$ cat src/rtl/demux_frame_sequencer_pkg.sv
// demux_frame_pkg
// Shared types and constants for the serial frame front-end that feeds the
// 1:16 demultiplexer.
//   frame_state_t        : parser states (IDLE, ADDR, PAYLOAD, STOP)
//   ADDR_BITS            : width of the channel address carried in a frame
//   NUM_CHANNELS         : number of demux channels (2**ADDR_BITS)
//   DEFAULT_PAYLOAD_BITS : default payload length per frame
//   DEFAULT_GAP_LIMIT    : default mid-frame idle tolerance in cycles
package demux_frame_pkg;

  typedef enum logic [1:0] {
    IDLE    = 2'd0,
    ADDR    = 2'd1,
    PAYLOAD = 2'd2,
    STOP    = 2'd3
  } frame_state_t;

  localparam int ADDR_BITS            = 4;
  localparam int NUM_CHANNELS         = 16;
  localparam int DEFAULT_PAYLOAD_BITS = 8;
  localparam int DEFAULT_GAP_LIMIT    = 15;

endpackage

$ cat src/rtl/demux_frame_sequencer_gap_timer.sv
// frame_gap_timer
// Counts consecutive idle cycles while a frame is in progress and flags the
// cycle in which the idle run reaches GAP_LIMIT.
//   clk     in  : clock, rising edge
//   rst_n   in  : asynchronous active-low reset
//   active  in  : a frame is in progress (parser not idle)
//   valid   in  : serial input carries a bit this cycle
//   timeout out : combinational; high during the GAP_LIMIT-th idle cycle
module frame_gap_timer #(
  parameter int GAP_LIMIT = 15
) (
  input  logic clk,
  input  logic rst_n,
  input  logic active,
  input  logic valid,
  output logic timeout
);

  localparam int CW = $clog2(GAP_LIMIT + 1);
  // Value held by the counter during the idle cycle that completes the run.
  localparam logic [CW-1:0] COUNT_LAST = CW'(GAP_LIMIT - 1);

  logic [CW-1:0] count_reg;

  // A valid bit always wins: the timeout can only fire on an idle cycle.
  assign timeout = active && !valid && (count_reg == COUNT_LAST);

  always_ff @(posedge clk or negedge rst_n) begin
    if (!rst_n) begin
      count_reg <= '0;
    end else if (!active || valid || timeout) begin
      count_reg <= '0;
    end else begin
      count_reg <= count_reg + CW'(1);
    end
  end

endmodule

$ cat src/rtl/demux_frame_sequencer.sv
// demux_frame_sequencer
// Parses bit-serial frames (start=1, 4 address bits MSB first, PAYLOAD_BITS
// payload bits LSB first, stop=0) and drives the 1:16 demux so each payload
// bit lands on the addressed channel. Reports completion, drops to masked
// channels and framing errors (bad stop bit or mid-frame idle timeout).
//   Clock_In         in  : clock, rising edge
//   Reset_N_In       in  : asynchronous active-low reset
//   Serial_Valid_In  in  : qualifies Serial_Data_In
//   Serial_Data_In   in  : serial frame bit
//   Channel_Mask_In  in  : bit n=1 disables channel n (sampled at address end)
//   Enable_Out       out : demux enable, one pulse per delivered payload bit
//   Data_Out         out : demux data, 0 whenever Enable_Out is 0
//   Select_Out       out : demux channel select, held between frames
//   Busy_Out         out : frame in progress
//   Frame_Done_Out   out : pulse, good frame to an unmasked channel
//   Frame_Drop_Out   out : pulse, good frame to a masked channel
//   Frame_Error_Out  out : pulse, bad stop bit or gap timeout
module demux_frame_sequencer
  import demux_frame_pkg::*;
#(
  parameter int PAYLOAD_BITS = DEFAULT_PAYLOAD_BITS,
  parameter int GAP_LIMIT    = DEFAULT_GAP_LIMIT
) (
  input  logic                    Clock_In,
  input  logic                    Reset_N_In,
  input  logic                    Serial_Valid_In,
  input  logic                    Serial_Data_In,
  input  logic [NUM_CHANNELS-1:0] Channel_Mask_In,
  output logic                    Enable_Out,
  output logic                    Data_Out,
  output logic [ADDR_BITS-1:0]    Select_Out,
  output logic                    Busy_Out,
  output logic                    Frame_Done_Out,
  output logic                    Frame_Drop_Out,
  output logic                    Frame_Error_Out
);

  localparam int PCW = $clog2(PAYLOAD_BITS + 1);
  localparam logic [PCW-1:0] PAY_LAST = PCW'(PAYLOAD_BITS - 1);

  // The address shift register is seeded with a single marker 1 when the
  // start bit arrives. After three address bits the marker sits in the MSB,
  // which identifies the fourth bit without a separate bit counter.
  localparam logic [ADDR_BITS-1:0] ADDR_SEED = ADDR_BITS'(1);

  frame_state_t             state_reg, state_next;
  logic [ADDR_BITS-1:0]     addr_sh_reg, addr_sh_next;
  logic [PCW-1:0]           pay_cnt_reg, pay_cnt_next;
  logic                     mask_flag_reg, mask_flag_next;
  logic [ADDR_BITS-1:0]     select_reg, select_next;
  logic                     enable_reg, enable_next;
  logic                     data_reg, data_next;
  logic                     done_reg, done_next;
  logic                     drop_reg, drop_next;
  logic                     error_reg, error_next;
  logic                     timeout;
  logic [ADDR_BITS-1:0]     addr_full;

  assign addr_full = {addr_sh_reg[ADDR_BITS-2:0], Serial_Data_In};

  frame_gap_timer #(
    .GAP_LIMIT(GAP_LIMIT)
  ) u_gap_timer (
    .clk     (Clock_In),
    .rst_n   (Reset_N_In),
    .active  (state_reg != IDLE),
    .valid   (Serial_Valid_In),
    .timeout (timeout)
  );

  always_comb begin
    state_next     = state_reg;
    addr_sh_next   = addr_sh_reg;
    pay_cnt_next   = pay_cnt_reg;
    mask_flag_next = mask_flag_reg;
    select_next    = select_reg;
    enable_next    = 1'b0;
    data_next      = 1'b0;
    done_next      = 1'b0;
    drop_next      = 1'b0;
    error_next     = 1'b0;

    case (state_reg)
      IDLE: begin
        if (Serial_Valid_In && Serial_Data_In) begin
          state_next   = ADDR;
          addr_sh_next = ADDR_SEED;
        end
      end
      ADDR: begin
        if (Serial_Valid_In) begin
          addr_sh_next = addr_full;
          if (addr_sh_reg[ADDR_BITS-1]) begin
            state_next     = PAYLOAD;
            select_next    = addr_full;
            mask_flag_next = Channel_Mask_In[addr_full];
            pay_cnt_next   = '0;
          end
        end
      end
      PAYLOAD: begin
        if (Serial_Valid_In) begin
          enable_next = !mask_flag_reg;
          data_next   = !mask_flag_reg && Serial_Data_In;
          if (pay_cnt_reg == PAY_LAST) begin
            state_next   = STOP;
            pay_cnt_next = '0;
          end else begin
            pay_cnt_next = pay_cnt_reg + PCW'(1);
          end
        end
      end
      STOP: begin
        if (Serial_Valid_In) begin
          state_next = IDLE;
          if (Serial_Data_In) begin
            error_next = 1'b1;
          end else if (mask_flag_reg) begin
            drop_next = 1'b1;
          end else begin
            done_next = 1'b1;
          end
        end
      end
      default: begin
        state_next = IDLE;
      end
    endcase

    // Timeout only fires on idle cycles, so it never collides with the
    // valid-bit transitions above.
    if (timeout) begin
      state_next   = IDLE;
      error_next   = 1'b1;
      pay_cnt_next = '0;
    end
  end

  always_ff @(posedge Clock_In or negedge Reset_N_In) begin
    if (!Reset_N_In) begin
      state_reg     <= IDLE;
      addr_sh_reg   <= '0;
      pay_cnt_reg   <= '0;
      mask_flag_reg <= 1'b0;
      select_reg    <= '0;
      enable_reg    <= 1'b0;
      data_reg      <= 1'b0;
      done_reg      <= 1'b0;
      drop_reg      <= 1'b0;
      error_reg     <= 1'b0;
    end else begin
      state_reg     <= state_next;
      addr_sh_reg   <= addr_sh_next;
      pay_cnt_reg   <= pay_cnt_next;
      mask_flag_reg <= mask_flag_next;
      select_reg    <= select_next;
      enable_reg    <= enable_next;
      data_reg      <= data_next;
      done_reg      <= done_next;
      drop_reg      <= drop_next;
      error_reg     <= error_next;
    end
  end

  assign Enable_Out      = enable_reg;
  assign Data_Out        = data_reg;
  assign Select_Out      = select_reg;
  assign Busy_Out        = (state_reg != IDLE);
  assign Frame_Done_Out  = done_reg;
  assign Frame_Drop_Out  = drop_reg;
  assign Frame_Error_Out = error_reg;

endmodule
$ cat config.mk
export PLATFORM = sky130hd
export DESIGN_NAME = demux_frame_sequencer
export DESIGN_NICKNAME = d
export VERILOG_FILES = /design/src/rtl/demux_frame_sequencer_pkg.sv /design/src/rtl/demux_frame_sequencer_gap_timer.sv /design/src/rtl/demux_frame_sequencer.sv
export SDC_FILE = /design/constraint.sdc
export NUM_CORES = 1
export LEC_CHECK = 0
export ABC_CLOCK_PERIOD_IN_PS = 2350
export CAP_MARGIN = 10
export CORE_MARGIN = 3
export CORE_UTILIZATION = 45
export CTS_CLUSTER_DIAMETER = 60
export DETAILED_ROUTE_END_ITERATION = 8
export PLACE_DENSITY = 0.77
export SYNTH_ARGS = -nofsm -noshare
export SYNTH_HDL_FRONTEND = slang
export SYNTH_SLANG_ARGS = --single-unit
$ cat constraint.sdc
create_clock -name Clock_In -period 2.35 [get_ports Clock_In]
set_input_delay 0.47 -clock Clock_In [delete_from_list [all_inputs] [get_ports Clock_In]]
set_output_delay 0.47 -clock Clock_In [all_outputs]
set_load 0.02 [all_outputs]
==> results_dict.tcl <==
set metrics [dict create \
    die_y_um 60.6 \
    setup_violations 0 \
    num_io_pins 30 \
    postCtsSetupBuffers 0 \
    vias 1036 \
    cts-resized-gates 0 \
    r2r_slack_ns 0.58 \
    crit_slowest_cell "dfrtp_1" \
    wl_per_cell_um 15.3 \
    r2r_cells 6 \
    required_ns 1.88 \
    drt_wl_total_um 2800 \
    clk_pin_slew_ns 0.12 \
    netlist_instances 123 \
    timing.rr.end "pay_cnt_reg[2]$_DFFE_PN0P_" \
    regArea_um2 601 \
    fin_skew_ns 0.0103 \
    async_reset_ff_share_pct 100 \
    grt_pass1_vias 1037 \
    grt_max_degree 25 \
    startpoint_type "flip-flop" \
    criticalPathCategory "flip-flop to output pin" \
    synth_edf_count 0 \
    hp-class "flip-flop to flip-flop" \
    cp-startpoint "state_reg[0]$_DFFE_PN0P_" \
    outcome "finished clean" \
    cp.arrival_ns 1.44 \
    ys_types 43 \
    drt_iter0_markers 31 \
    syn_nets 151 \
    synth-seq-cells 24 \
    drt-pass1-iter-count 4 \
    ys_top_cells_by_area "dfrtp_1 45%, ha_1 7.5%, mux2_2 4.2%, mux4_2 3.4%, nand2_1 3.4%" \
    worst_slew_pin_slew_ns 0.451 \
    fp-row-count 19 \
    path_cells "inv_1, ha_2, inv_1, dlymetal6s2s_1" \
    power_density_nw_per_um2 926 \
    slew_headroom_pct 69.9 \
    slew_violations 0 \
    cts_sinks 24 \
    syn_to_final_growth_pct 24.7 \
    rr_startpoint "state_reg[1]$_DFFE_PN0P_" \
    cts_tree "built" \
    dp_worst_setup_slack_ns 0.284 \
    design_area_um2 1670 \
    setup_ws_ns 0.445 \
    path_common_cell "inv_1" \
    hpwl_um 2230 \
    yosysWarnings 0 \
    finalNonFillerCells 183 \
    cts_root_buf "clkbuf_4" \
    clk_path_buf_depth 2 \
    grt_pass1_wl_um 4530 \
    coreArea_um2 2810 \
    ys_seq_area_share_pct 44.8 \
    place.gp.congestion 0.837 \
    crit_fanout 6 \
    die_w_um 60.6 \
    antenna_found_initial 0 \
    end_kind "output pin" \
    dpl.cell_count 180 \
    hold_slack_ns 0.490 \
    leakage_uw 0.000751 \
    numCtsBuffers 3 \
    antennaDiodeCount 0 \
    fin_nets 182 \
    syn-cell-area_um2 1340 \
    drtAntennaViolNets 0 \
    drc 0 \
    grt_usage_pct 16.3 \
    drive_gt1_share_pct 13.8 \
    synth_area_per_cell_um2 10.9 \
    clock_latency_ns 0.30 \
    n_fill_cell 248 \
    die_area_um2 3670 \
    multi_input_area_um2 662 \
    critPathMaxStageDelay_ns 0.42 \
    rsz0062_at_grt "false" \
    synthDominantCellAreaShare_pct 44.8 \
    hold_viol 0 \
    synth_area_leader_cell "dfrtp_1" \
    finalCriticalPeriod_ns 1.91 \
    ys.flop_type "dfrtp_1" \
    port_buffers 29 \
    hold_buffers 0 \
    max_freq_mhz 525 \
    grt.overflow.total 0 \
    initial_core_util_pct 47.8 \
    peakVddDrop_v 0.000572 \
    place_area_um2 1650 \
    fin_setup_tns_ns 0 \
    endpoint "Busy_Out" \
    cts_max_level 1 \
    maxCapViolCount 0 \
    post-route-period-util_pct 81.1 \
    routed_via_density 5.66 \
]
## power by group
| part | internal (uW) | switching (uW) |
|---|---|---|
| Clock | 59.8 | 110 |
| Combinational | 348 | 376 |
| Sequential | 535 | 120 |
| Total | 943 | 607 |
## final cells by class
| cell class | count | share of cell area [%] |
|---|---|---|
| clock buffers | 3 | 1.35 |
| inverters | 7 | 1.57 |
| multi-input cells | 85 | 39.6 |
| flip-flops and latches | 24 | 35.9 |
| well taps | 31 | 2.32 |
| repair buffers | 33 | 19.3 |
## cell usage after synthesis, drive strengths merged, types with 2 or more instances
library cell  instances
dfrtp                24
nor2b                 2
a22o                  4
mux2                  5
inv                   7
buf                   5
a21oi                 3
nand3                 6
o21ai                 7
a31oi                 2
clkbuf                2
mux2i                 4
nor2                  6
nand2                12
ha                    8
o21a                  2
mux4                  2
and3                  2
## per-layer routing
| metal | up-vias | global-route usage [%] | wire length [um] |
|---|---|---|---|
| met5 | - | 0 | 0 |
| met4 | 0 | 2.48 | 28 |
| met3 | 4 | 4.04 | 118 |
| met2 | 25 | 28.7 | 1440 |
| met1 | 504 | 20.7 | 1220 |
| li1 | 503 | - | - |
## how the worst min path moves through the flow
stage | endpoint | startpoint | slack [ns] | depth (start not counted)
after floorplan | Data_Out$_DFF_PN0_ | Reset_N_In | 0.17 | 0
after global placement | Select_Out[0]$_DFFE_PN0P_ | Select_Out[0]$_DFFE_PN0P_ | 0.47 | 2
after detailed placement | Frame_Done_Out$_DFF_PN0_ | mask_flag_reg$_DFFE_PN0P_ | 0.47 | 1
after CTS | Frame_Done_Out$_DFF_PN0_ | mask_flag_reg$_DFFE_PN0P_ | 0.49 | 1
after global routing | state_reg[0]$_DFFE_PN0P_ | Reset_N_In | 0.51 | 2
final | Frame_Done_Out$_DFF_PN0_ | mask_flag_reg$_DFFE_PN0P_ | 0.49 | 1
## kinds of logic (layout without fill, tap and decap cells)
logic type               Yosys count  count (layout)  share of synthesized area (%)
AND/OR/NAND/NOR                   37              37                           14.6
buffers and inverters             14              43                           6.06
multiplexers                      11              11                           10.5
flip-flops                        24              24                           44.8
AO/OA/AOI/OAI                     27              27                           15.3
adder cells (fa/ha/maj)            8               8                           7.46
XOR/XNOR                           2               2                           1.31
## through the flow
step	utilization, %	power (uW)
global placement	58.7	1350
finish	59.6	1550
detailed placement	58.7	1390
global route	59.6	1680
floorplan	-	1170
CTS	59.5	1560
## placed cells by master (no fill, tap or decap), types with 2 or more instances in the layout
| cell type | n |
|---|---|
| inv_1 | 7 |
| nor2b_1 | 2 |
| a22o_1 | 4 |
| and3_1 | 2 |
| o21ai_0 | 5 |
| dfrtp_1 | 24 |
| ha_1 | 7 |
| clkdlybuf4s50_1 | 28 |
| mux2i_1 | 4 |
| mux2_2 | 5 |
| o21a_1 | 2 |
| nor2_1 | 6 |
| buf_4 | 4 |
| clkbuf_4 | 3 |
| a31oi_1 | 2 |
| nand2_1 | 12 |
| nand3_1 | 5 |
| mux4_2 | 2 |
| o21ai_2 | 2 |
| a21oi_1 | 3 |
## critical path, delay by kind of cell (launching register included)
kind,cells,cell delay [ns]
flops,1,0.42
buf+inv,3,0.46
fa+ha+maj,1,0.26
Power figures use the tool's default switching activity.
